### config.mk
export PLATFORM = sky130hd
export DESIGN_NAME = nibble_serial_adder
export DESIGN_NICKNAME = d
export VERILOG_FILES = /design/src/rtl/nibble_serial_adder.sv
export SDC_FILE = /design/constraint.sdc
export NUM_CORES = 1
export LEC_CHECK = 0
export ABC_AREA = 0
export CORE_ASPECT_RATIO = 0.9
export CORE_MARGIN = 10
export CORE_UTILIZATION = 50
export CTS_CLUSTER_SIZE = 12
export DETAILED_ROUTE_END_ITERATION = 10
export GPL_TIMING_DRIVEN = 0
export HOLD_SLACK_MARGIN = 0.08
export PLACE_DENSITY = 0.79
export SETUP_SLACK_MARGIN = 0.15
export SYNTH_ARGS = -nofsm -noshare
export SYNTH_HDL_FRONTEND = slang
export SYNTH_SLANG_ARGS = --single-unit
### constraint.sdc
create_clock -name clk -period 1.7 [get_ports clk]
set_input_delay 0.34 -clock clk [delete_from_list [all_inputs] [get_ports clk]]
set_output_delay 0.34 -clock clk [all_outputs]
set_load 0.05 [all_outputs]
### src/rtl/nibble_serial_adder.sv
// Serial WIDTH-bit adder: one 4-bit carry-lookahead nibble per clock, LSB nibble first.
// Optional signed-overflow output enabled by defining NSA_OVERFLOW_EN.
module nibble_serial_adder #(
   parameter int unsigned WIDTH = 16
) (
   input  logic             clk,
   input  logic             rst,
   input  logic             in_valid,
   output logic             in_ready,
   input  logic [WIDTH-1:0] din1,
   input  logic [WIDTH-1:0] din2,
   input  logic             cin,
   output logic             out_valid,
   input  logic             out_ready,
   output logic [WIDTH-1:0] dout,
   output logic             cout
`ifdef NSA_OVERFLOW_EN
  ,output logic             ovf
`endif
);

   localparam int unsigned NIB = WIDTH / 4;
   localparam int unsigned CW  = (NIB > 1) ? $clog2(NIB) : 1;

   typedef enum logic [1:0] {IDLE, RUN, DONE} state_t;

   state_t           state, state_nx;
   logic [WIDTH-1:0] a_sr, a_nx;
   logic [WIDTH-1:0] b_sr, b_nx;
   logic [WIDTH-1:0] res_r, res_nx;
   logic             carry_r, carry_nx;
   logic [CW-1:0]    nib_cnt, nib_cnt_nx;
   logic             in_ready_r, in_ready_nx;
   logic             out_valid_r, out_valid_nx;
`ifdef NSA_OVERFLOW_EN
   logic             a_msb, a_msb_nx;
   logic             b_msb, b_msb_nx;
   logic             ovf_r, ovf_nx;
`endif

   // 4-bit carry-lookahead slice on the low nibbles of the operand shifters
   logic [3:0] g, p, c, slice_sum;
   logic       slice_cout;

   always_comb begin
      g    = a_sr[3:0] & b_sr[3:0];
      p    = a_sr[3:0] ^ b_sr[3:0];
      c[0] = carry_r;
      c[1] = g[0] | (p[0] & c[0]);
      c[2] = g[1] | (p[1] & g[0]) | (p[1] & p[0] & c[0]);
      c[3] = g[2] | (p[2] & g[1]) | (p[2] & p[1] & g[0]) | (p[2] & p[1] & p[0] & c[0]);
      slice_cout = g[3] | (p[3] & g[2]) | (p[3] & p[2] & g[1]) | (p[3] & p[2] & p[1] & g[0])
                 | (p[3] & p[2] & p[1] & p[0] & c[0]);
      slice_sum  = p ^ c;
   end

   // next-state and datapath update
   always_comb begin
      state_nx     = state;
      a_nx         = a_sr;
      b_nx         = b_sr;
      res_nx       = res_r;
      carry_nx     = carry_r;
      nib_cnt_nx   = nib_cnt;
      in_ready_nx  = 1'b0;
      out_valid_nx = 1'b0;
`ifdef NSA_OVERFLOW_EN
      a_msb_nx     = a_msb;
      b_msb_nx     = b_msb;
      ovf_nx       = 1'b0;
`endif
      case (state)
         IDLE: begin
            in_ready_nx = 1'b1;
            if (in_valid && in_ready_r) begin
               a_nx        = din1;
               b_nx        = din2;
               carry_nx    = cin;
               nib_cnt_nx  = '0;
               in_ready_nx = 1'b0;
               state_nx    = RUN;
`ifdef NSA_OVERFLOW_EN
               a_msb_nx    = din1[WIDTH-1];
               b_msb_nx    = din2[WIDTH-1];
`endif
            end
         end
         RUN: begin
            a_nx       = a_sr >> 4;
            b_nx       = b_sr >> 4;
            res_nx     = (res_r >> 4) | (WIDTH'(slice_sum) << (WIDTH - 4));
            carry_nx   = slice_cout;
            nib_cnt_nx = nib_cnt + CW'(1);
            if (nib_cnt == CW'(NIB - 1)) begin
               state_nx     = DONE;
               out_valid_nx = 1'b1;
`ifdef NSA_OVERFLOW_EN
               // the final slice sum MSB is the result MSB
               ovf_nx       = (a_msb == b_msb) && (slice_sum[3] != a_msb);
`endif
            end
         end
         DONE: begin
            out_valid_nx = 1'b1;
`ifdef NSA_OVERFLOW_EN
            ovf_nx       = ovf_r;
`endif
            if (out_ready) begin
               state_nx     = IDLE;
               out_valid_nx = 1'b0;
               in_ready_nx  = 1'b1;
`ifdef NSA_OVERFLOW_EN
               ovf_nx       = 1'b0;
`endif
            end
         end
         default: state_nx = IDLE;
      endcase
   end

   // state and datapath registers
   always_ff @(posedge clk) begin
      if (rst) begin
         state       <= IDLE;
         a_sr        <= '0;
         b_sr        <= '0;
         res_r       <= '0;
         carry_r     <= 1'b0;
         nib_cnt     <= '0;
         in_ready_r  <= 1'b0;
         out_valid_r <= 1'b0;
`ifdef NSA_OVERFLOW_EN
         a_msb       <= 1'b0;
         b_msb       <= 1'b0;
         ovf_r       <= 1'b0;
`endif
      end else begin
         state       <= state_nx;
         a_sr        <= a_nx;
         b_sr        <= b_nx;
         res_r       <= res_nx;
         carry_r     <= carry_nx;
         nib_cnt     <= nib_cnt_nx;
         in_ready_r  <= in_ready_nx;
         out_valid_r <= out_valid_nx;
`ifdef NSA_OVERFLOW_EN
         a_msb       <= a_msb_nx;
         b_msb       <= b_msb_nx;
         ovf_r       <= ovf_nx;
`endif
      end
   end

   assign in_ready  = in_ready_r;
   assign out_valid = out_valid_r;
   assign dout      = res_r;
   assign cout      = carry_r;
`ifdef NSA_OVERFLOW_EN
   assign ovf       = ovf_r;
`endif

endmodule

==> results of run 1 <==
final cells by class:
cell class	instances	area, um2
flip-flops and latches	55	1110
well taps	65	81.3
inverters	7	33.8
clock inverters	2	60.1
plain buffers	18	173
fillers	360	1400
multi-input cells	170	1420
clock buffers	6	72.6
repair buffers	61	549
worst min-delay path by stage:
stage,from,endpoint,slack [ns],cells past startpoint
floorplan,nib_cnt[0]$_SDFFE_PP0P_,nib_cnt[0]$_SDFFE_PP0P_,0.44,2
global placement,nib_cnt[0]$_SDFFE_PP0P_,nib_cnt[0]$_SDFFE_PP0P_,0.45,2
detailed placement,nib_cnt[0]$_SDFFE_PP0P_,nib_cnt[0]$_SDFFE_PP0P_,0.46,2
CTS,nib_cnt[0]$_SDFFE_PP0P_,nib_cnt[0]$_SDFFE_PP0P_,0.48,2
global route,nib_cnt[0]$_SDFFE_PP0P_,nib_cnt[0]$_SDFFE_PP0P_,0.50,2
finish,nib_cnt[0]$_SDFFE_PP0P_,nib_cnt[0]$_SDFFE_PP0P_,0.48,2
worst register-to-register path, delay by kind of cell, from the launching register on:
| kind | cells | cell delay [ns] |
|---|---|---|
| flip-flops | 1 | 0.35 |
| AND/OR/NAND/NOR | 1 | 0.07 |
| buffers and inverters | 4 | 0.46 |
| AO/OA/AOI/OAI | 2 | 0.48 |
| adder cells (fa/ha/maj) | 1 | 0.12 |
cell usage in the layout, fill, tap and decap left out, drive strengths merged:
cell type,n
o21bai,2
inv,7
nor4b,1
nor2b,1
dlygate4sd2,1
xor2,1
a22oi,8
a31oi,1
mux2i,38
o21a,1
ha,9
clkdlybuf4s15,5
or4,1
or2,1
buf,18
dfxtp,55
o32ai,1
bufinv,2
nor2,53
nand3,3
fa,1
clkbuf,25
nand2,7
a221oi,1
clkdlybuf4s50,36
nor3b,3
a32oi,1
nand3b,1
o21ai,2
a211oi,27
a21oi,6
state kept, by name, summed over array words and instances, names as in the netlist:
signal / cells
in_ready: 1
a_sr: 16
b_sr: 16
cout: 1
dout: 16
out_valid: 1
nib_cnt: 2
state: 2
metal layers:
metal | vias up | share of wire [%] | track usage [%]
met5 | - | 0 | 0
met1 | 970 | 43 | 18.0
li1 | 1022 | - | -
met2 | 34 | 52 | 24.9
met3 | 5 | 4.6 | 3.76
met4 | 0 | 1.1 | 5.22
timing repair:
| action | 4_1_cts | 5_1_grt |
|---|---|---|
| endpoints found under the setup margin | 58 | 69 |
| resized for setup | 49 | 45 |
| pin swaps | 2 | 7 |
| buffers inserted | 1 | 2 |
| cloned | 1 | 2 |
kinds of logic (layout without fill, tap and decap cells):
family | Yosys count | in the layout | share of synthesized area [%]
DFF | 55 | 55 | 42.9
AOI/OAI and AO/OA | 50 | 50 | 19.0
and+or+nand+nor | 71 | 71 | 11.8
buffers and inverters | 25 | 94 | 5.90
muxes | 38 | 38 | 14.8
xor gates and xnor gates | 1 | 1 | 0.341
adders and majority gates | 10 | 10 | 5.17
per-stage QoR:
stage                     hold WS (ns)  instance area [um2]  setup TNS, ns  cells
after CTS                        0.480                 3400              0    380
after detailed placement         0.464                 3200          -2.99    370
after global routing             0.502                 3500              0    384
after global placement           0.452                 3200          -2.85    370
final                            0.482                 3500              0    384
after floorplan                  0.444                 2570              0    250
power by group:
group	switching [uW]	leakage [uW]	internal, uW
combinational	1330	0.000762	1150
sequential	192	0.000450	1580
clock	428	0.0000654	589
total	1950	0.00128	3320
==> flow_summary.yaml, run 1 <==
status:
  status: "completed"
die:
  die_h_um: 88.0
  fp.dieW_um: 95.5
  initial_utilization_pct: 52.4
  placementRows: 24
  ios: 56
  coreArea_um2: 4890
  dieArea_um2: 8400
cts:
  clock_latency_ns: 0.31
  cts_max_path_buffers: 2
  clk_pin_slew_worst_paths_ns: 0.10
  hold_buffers: 0
  cts_root_buffer: "clkbuf_8"
  cts_inserted_buffers: 5
  cts_tree: "built"
  cts.sinks: 55
  cts.htree.levels: 2
logic_synthesis:
  synthTopCellsByArea: "dfxtp_1 43%, mux2i_1 15%, a211oi_2 12%"
  syn_nets: 297
  yosysWarningCount: 0
  synth_top_area_share_pct: 42.9
  synth_enable_flop_cells: 0
  synthArstFlopShare_pct: 0
  synthFlopType: "dfxtp_1"
  synthTopCellsByCount: "55 x dfxtp_1, 53 x nor2_1, 38 x mux2i_1"
  synth_cell_types: 34
  yosys.area.top_type: "dfxtp_1"
  post_synth_inst_count: 250
  netlist_area_um2: 2570
  synth-seq-cells: 55
  syn_avg_cell_area_um2: 10.3
  yosysMostFrequentCell: "dfxtp_1"
  ys_seq_area_share_pct: 42.9
worst_setup_path:
  cp_max_fo: 9
  critical_path_class: "flip-flop to flip-flop"
  path_delay_family: "compound AO/OA/AOI/OAI gates"
  cp-start-kind: "flip-flop"
  cp-end-kind: "flip-flop"
  required_ns: 1.92
  critPathLaunch: "state[1]$_SDFFE_PP0P_"
  crit_end: "a_sr[1]$_SDFFE_PP0P_"
  reg2reg_slack_ns: 0.14
  critPathMaxStageDelay_ns: 0.35
  path_buf_inv: 4
  crit_arrival_ns: 1.78
  path_cells: "inv_4 > ha_4 > buf_6 > inv_6 > o21ai_4 > buf_6 > nor2_1 > a211oi_2"
  cp.depth: 8
  cp_slowest_cell: "dfxtp_2"
  path_common_cell: "buf_6"
  r2r-start: "state[1]$_SDFFE_PP0P_"
  rr_endpoint: "a_sr[1]$_SDFFE_PP0P_"
  ff2ff_path_depth: 8
job:
  drv_cap: 0
hold_path:
  hp-class: "flip-flop to flip-flop"
global_routing:
  grt_max_degree: 17
  antenna_found_initial: 0
  grt_pass1_vias: 2008
  grt_pass1_wl_um: 9930
  overflow: 0
  grt_use_total_pct: 14.8
power:
  leakage_uw: 0.00128
  p_per_area_nw_per_um2: 1510
  ir_worst_vdd_mv: 1.04
  finalPower_uw: 5270
place:
  port_buffers: 55
  gp_congestion: 0.771
  dp_worst_setup_slack_ns: -0.206
  dp_hpwl_um: 4540
sta:
  max_freq_ghz: 0.640
  skew_ns: 0.0160
  setup_ws_ns: 0.139
  grt_setup_unrepaired: "yes"
  period_minus_slack_ns: 1.56
  hold_viol: 0
  slew-limit-headroom_pct: 48.2
  report.final.slew_viol_count: 0
  worst_pin_slew_ns: 0.777
  setup_viol: 0
  period_share_pct: 91.9
layout:
  final_util_pct: 71.4
  n_antenna_cell: 0
  layout-drive-gt1-share_pct: 27.0
  area_delta_synth_final_pct: 36.2
  final_nets: 365
route:
  antenna_left: 0
  vias: 2031
  drc_errors: 0
  wl_um: 6390
  wl_per_cell_um: 16.6
  via_per_inst: 5.29
  dr.pass1.iters: 4
  initialDrtViolationCount: 79
No activity file was read; power rests on OpenSTA's default activity.
==> run 2: changes to the inputs <==
--- a/config.mk
+++ b/config.mk
@@ -9,11 +9,11 @@
 export CORE_ASPECT_RATIO = 0.9
 export CORE_MARGIN = 10
 export CORE_UTILIZATION = 50
-export CTS_CLUSTER_SIZE = 12
+export CTS_CLUSTER_SIZE = 28
 export DETAILED_ROUTE_END_ITERATION = 10
 export GPL_TIMING_DRIVEN = 0
-export HOLD_SLACK_MARGIN = 0.08
 export PLACE_DENSITY = 0.79
+export RECOVER_POWER = 25
 export SETUP_SLACK_MARGIN = 0.15
 export SYNTH_ARGS = -nofsm -noshare
 export SYNTH_HDL_FRONTEND = slang
==> run 2 against run 1 <==
Non-clock buffer count did not move; wire length rose by 0.52%; worst hold slack got worse by 0.0035 ns; first-iteration DRC count fell by 11%; clock power barely moved; critical path type unchanged; highest routed layer unchanged.
==> flow_summary.yaml, run 2 (synthesized netlist as in run 1, its figures left out) <==
status:
  status: "completed"
sta:
  period_minus_slack_ns: 1.58
  hold_viol: 0
  setup_ws_ns: 0.117
  grt_setup_unrepaired: "yes"
  slew-limit-headroom_pct: 46.6
  report.final.slew_viol_count: 0
  period_share_pct: 93.1
  skew_ns: 0.0185
  setup_viol: 0
  worst_pin_slew_ns: 0.801
  max_freq_ghz: 0.632
  timing.setup.tns_ns: 0
layout:
  area_delta_synth_final_pct: 35.4
  final_nets: 365
  final_cell_mix: "53 x nor2_1, 52 x dfxtp_1, 36 x clkdlybuf4s50_1, 35 x mux2i_1, 25 x a211oi_2"
  n_antenna_cell: 0
  final_util_pct: 71.0
  layout-drive-gt1-share_pct: 22.6
  layout_commonest_cell: "nor2_1"
  fillerInstances: 371
route:
  dr.pass1.iters: 4
  via_per_inst: 5.27
  dr.max_layer_used: "met4"
  drc_errors: 0
  antenna_left: 0
  wl_per_cell_um: 16.7
  drt-met1-wl_um: 2830
  wl_um: 6420
  initialDrtViolationCount: 70
  wl_met2_um: 3260
  route.met3.wl_um: 261
  vias: 2025
place:
  port_buffers: 55
  gp_congestion: 0.771
  dp_hpwl_um: 4540
  dp_worst_setup_slack_ns: -0.206
global_routing:
  overflow: 0
  antenna_found_initial: 0
  grt_use_total_pct: 14.8
  grt_pass1_wl_um: 9930
  grt_pass1_vias: 2008
  grt_max_degree: 17
die:
  ios: 56
  coreArea_um2: 4890
  dieArea_um2: 8400
  placementRows: 24
  initial_utilization_pct: 52.4
  fp.dieW_um: 95.5
  die_h_um: 88.0
worst_setup_path:
  crit_arrival_ns: 1.80
  cp-start-kind: "flip-flop"
  reg2reg_slack_ns: 0.12
  required_ns: 1.92
  cp_max_fo: 9
  critical_path_class: "flip-flop to flip-flop"
  cp-end-kind: "flip-flop"
power:
  ir_worst_vdd_mv: 1.04
  clkPwrFrac_pct: 19.4
  p_per_area_nw_per_um2: 1510
  leakage_uw: 0.00123
  p_sw_share_pct: 37.2
  p_int_uw: 3300
  p_sw_uw: 1960
  p_comb_share_pct: 47.0
  power_frac_seq_pct: 33.6
cts:
  cts_inserted_buffers: 5
  clock_latency_ns: 0.32
  cts_tree: "built"
  cts.htree.levels: 2
  cts_max_path_buffers: 2
  clk_pin_slew_worst_paths_ns: 0.10
  cts_root_buffer: "clkbuf_8"
  cts.sinks: 55
job:
  drv_cap: 0
hold_path:
  hp-class: "flip-flop to flip-flop"
==> run 2: cell types whose count changed in the layout (fill, tap and decap cells not counted) <==
| cell | change |
|---|---|
| clkbuf_1 | +13 |
| clkbuf_2 | -11 |
| buf_2 | -1 |
| clkbuf_4 | -1 |
| dfxtp_1 | +1 |
| dfxtp_2 | -1 |
==> run 2: through the flow <==
stage,instance area (um2),hold WS (ns),total power [uW],cells
after floorplan,2570,0.444,3400,250
after global placement,3200,0.452,3860,370
after detailed placement,3200,0.464,3910,370
after CTS,3400,0.480,5030,380
after global routing,3480,0.502,5560,384
final,3480,0.478,5260,384
==> run 2: power groups by stage <==
stage                     Sequential (uW)  Clock [uW]  Combinational, uW
after floorplan                      1890           0               1510
after global placement               1750           0               2110
after detailed placement             1760           0               2150
after CTS                            1740        1030               2270
after global routing                 1800        1090               2680
final                                1770        1020               2470
==> run 2: layout make-up <==
| class | count | area [um2] | area share [%] |
|---|---|---|---|
| buffer | 18 | 170 | 4.90 |
| tap | 65 | 81.3 | 2.34 |
| multi-input combinational | 170 | 1420 | 40.8 |
| timing repair buffer | 61 | 533 | 15.3 |
| clock buffer | 6 | 72.6 | 2.09 |
| sequential | 55 | 1110 | 31.9 |
| clock inverter | 2 | 60.1 | 1.73 |
| inverter | 7 | 33.8 | 0.972 |
==> run 2: repair_timing <==
action	CTS	global route
setup endpoints to repair	58	69
gates resized for setup	49	45
hold buffers	0	0
pin swaps	2	7
cloned	1	2
buffers inserted	1	2
==> run 2: routing by layer <==
metal | vias up | global-route usage, %
li1 | 1019 | -
met1 | 971 | 18.0
met2 | 30 | 24.9
met3 | 5 | 3.76
met4 | 0 | 5.22
met5 | - | 0
==> run 2: worst max-delay path: stages, from the launching register on <==
cell and delay (ns):
dfxtp_1 0.36, inv_4 0.09, ha_4 0.12, buf_6 0.13, inv_6 0.06, o21ai_4 0.26
buf_6 0.19, nor2_1 0.07, a211oi_2 0.22
==> run 2: path summary, 6_finish.rpt <==
check                                             start  cells after the start                      end
worst max-delay path              state[1]$_SDFFE_PP0P_                      8     a_sr[1]$_SDFFE_PP0P_
worst min-delay path            nib_cnt[0]$_SDFFE_PP0P_                      2  nib_cnt[0]$_SDFFE_PP0P_
worst max register to register    state[1]$_SDFFE_PP0P_                      8     a_sr[1]$_SDFFE_PP0P_
worst min register to register  nib_cnt[0]$_SDFFE_PP0P_                      2  nib_cnt[0]$_SDFFE_PP0P_
==> run 3: changes to the inputs <==
==> constraint.sdc (replaced) <==
create_clock -name clk -period 1.59 [get_ports clk]
set_input_delay 0.318 -clock clk [delete_from_list [all_inputs] [get_ports clk]]
set_output_delay 0.318 -clock clk [all_outputs]
set_load 0.05 [all_outputs]
==> run 3 against run 2 <==
Final area grew 13%; worst setup slack lost 0.11 ns; count of clock-buffer cells in the layout shrank 1; sequential power grew 11%; clock power shrank 20%; global-route usage grew 3.9 points; power grew 20%.
==> flow_summary.yaml, run 3 (synthesized netlist as in run 1, its figures left out) <==
global_routing:
  grt_use_total_pct: 18.7
  grt_pass1_vias: 2474
  grt_max_degree: 19
  overflow: 0
  use_met2_pct: 32.9
  grt_pass1_wl_um: 12400
  antenna_found_initial: 0
  busiest_layer: "met2"
  use_met1_pct: 21.4
  grt_util_met3_pct: 3.93
worst_setup_path:
  critical_path_class: "flip-flop to flip-flop"
  cp_slowest_cell: "dfxtp_2"
  cp-end-kind: "flip-flop"
  path_cells: "inv_4 > buf_6 > ha_4 > nand3_4 > o21ai_4 > buf_6 > buf_8 > buf_12 > a211oi_2"
  cp_max_fo: 8
  required_ns: 1.84
  cp-start-kind: "flip-flop"
  critPathMaxStageDelay_ns: 0.37
  path_common_cell: "buf_6"
  crit_arrival_ns: 1.84
die:
  placementRows: 24
  initial_utilization_pct: 52.4
  die_h_um: 88.0
  ios: 56
  dieArea_um2: 8400
  coreArea_um2: 4890
  fp.dieW_um: 95.5
layout:
  n_antenna_cell: 0
  final_util_pct: 80.0
  final_cell_mix: "47 x dfxtp_1, 42 x nor2_1, 36 x clkdlybuf4s50_1, 35 x mux2i_1, 25 x a211oi_2"
  layout_commonest_cell: "dfxtp_1"
  layout-drive-gt1-share_pct: 40.0
  area_delta_synth_final_pct: 52.6
  design_area_um2: 3920
  final_nets: 381
sta:
  worst_pin_slew_ns: 0.824
  hold_ws_ns: 0.499
  hold_viol: 0
  skew_ns: 0.0279
  setup_viol: 0
  max_freq_ghz: 0.630
  period_minus_slack_ns: 1.59
  timing.setup.tns_ns: 0
  slew-limit-headroom_pct: 45.1
  period_share_pct: 99.8
  grt_setup_unrepaired: "yes"
  report.final.slew_viol_count: 0
route:
  via_per_inst: 5.62
  initialDrtViolationCount: 90
  vias: 2247
  wl_per_cell_um: 19.6
  drc_errors: 0
  dr.pass1.iters: 4
  antenna_left: 0
  wl_um: 7830
place:
  dp_hpwl_um: 4580
  port_buffers: 55
  gp_congestion: 0.790
  dpl_cell_area_um2: 3200
cts:
  cts_tree: "built"
  cts_max_path_buffers: 2
  clock_latency_ns: 0.33
  cts.sinks: 55
  hold_buffers: 0
  cts.htree.levels: 2
  cts_inserted_buffers: 5
  clk_pin_slew_worst_paths_ns: 0.13
  cts_root_buffer: "clkbuf_8"
hold_path:
  hp-class: "flip-flop to flip-flop"
power:
  leakage_uw: 0.00138
  finalPower_uw: 6330
  p_per_area_nw_per_um2: 1620
  ir_worst_vdd_mv: 0.893
job:
  drv_cap: 0
status:
  status: "completed"
run 3: cell types whose count changed in the layout (fill, tap and decap cells not counted), moves of 5 or more:
| cell | before | now |
|---|---|---|
| clkbuf_1 | 17 | 7 |
| clkdlybuf4s15_2 | 2 | 12 |
| nor2_2 | 0 | 8 |
| buf_6 | 5 | 14 |
| a22oi_1 | 7 | 0 |
| dfxtp_1 | 52 | 47 |
| nor2_1 | 53 | 42 |
| a22oi_2 | 1 | 8 |
run 3: what timing repair did:
| item | in CTS | in global routing |
|---|---|---|
| buffers inserted | 16 | 1 |
| resized for setup | 133 | 34 |
| hold endpoints to repair | 0 | 0 |
| pin swaps | 22 | 20 |
| endpoints found under the setup margin | 74 | 55 |
| gates cloned | 4 | 1 |
run 3: cell type report:
| cell class | count | area, um2 |
|---|---|---|
| fillers | 284 | 980 |
| plain buffers | 18 | 204 |
| clock inverters | 3 | 25.0 |
| clock buffers | 5 | 68.8 |
| inverters | 7 | 36.3 |
| flip-flops and latches | 55 | 1120 |
| repair buffers | 77 | 812 |
| well taps | 65 | 81.3 |
| multi-input cells | 170 | 1570 |
run 3: critical path, delay by kind of cell (launching register included):
kind	cells	cell delay [ns]
buf+inv	5	0.55
flops	1	0.37
compound gates	2	0.31
fa+ha+maj	1	0.18
simple gates	1	0.10
run 3: worst paths after layout:
path / from / to / slack, ns / cells after the start
worst min register to register: nib_cnt[0]$_SDFFE_PP0P_ / nib_cnt[0]$_SDFFE_PP0P_ / 0.50 / 2
worst min-delay path: nib_cnt[0]$_SDFFE_PP0P_ / nib_cnt[0]$_SDFFE_PP0P_ / 0.50 / 2
worst max register to register: state[1]$_SDFFE_PP0P_ / a_sr[5]$_SDFFE_PP0P_ / 0.002 / 9
worst max-delay path: state[1]$_SDFFE_PP0P_ / a_sr[5]$_SDFFE_PP0P_ / 0.002 / 9
run 3: routing by layer:
metal / up-vias / routed length, um
met5: - / 0
met4: 0 / 235
met3: 21 / 349
met2: 64 / 4050
met1: 1109 / 3200
li1: 1053 / -
run 3: metrics by stage:
step                setup slack, ns  std cells
finish                      0.00247        400
global placement             -0.281        370
CTS                          0.0575        398
detailed placement           -0.298        370
floorplan                     0.115        250
global route                -0.0315        400
run 3: power by group:
| group | switching [uW] | internal [uW] | leakage, uW |
|---|---|---|---|
| combinational | 1770 | 1770 | 0.000888 |
| clock | 504 | 317 | 0.0000443 |
| sequential | 264 | 1710 | 0.000452 |
| total | 2540 | 3790 | 0.00138 |
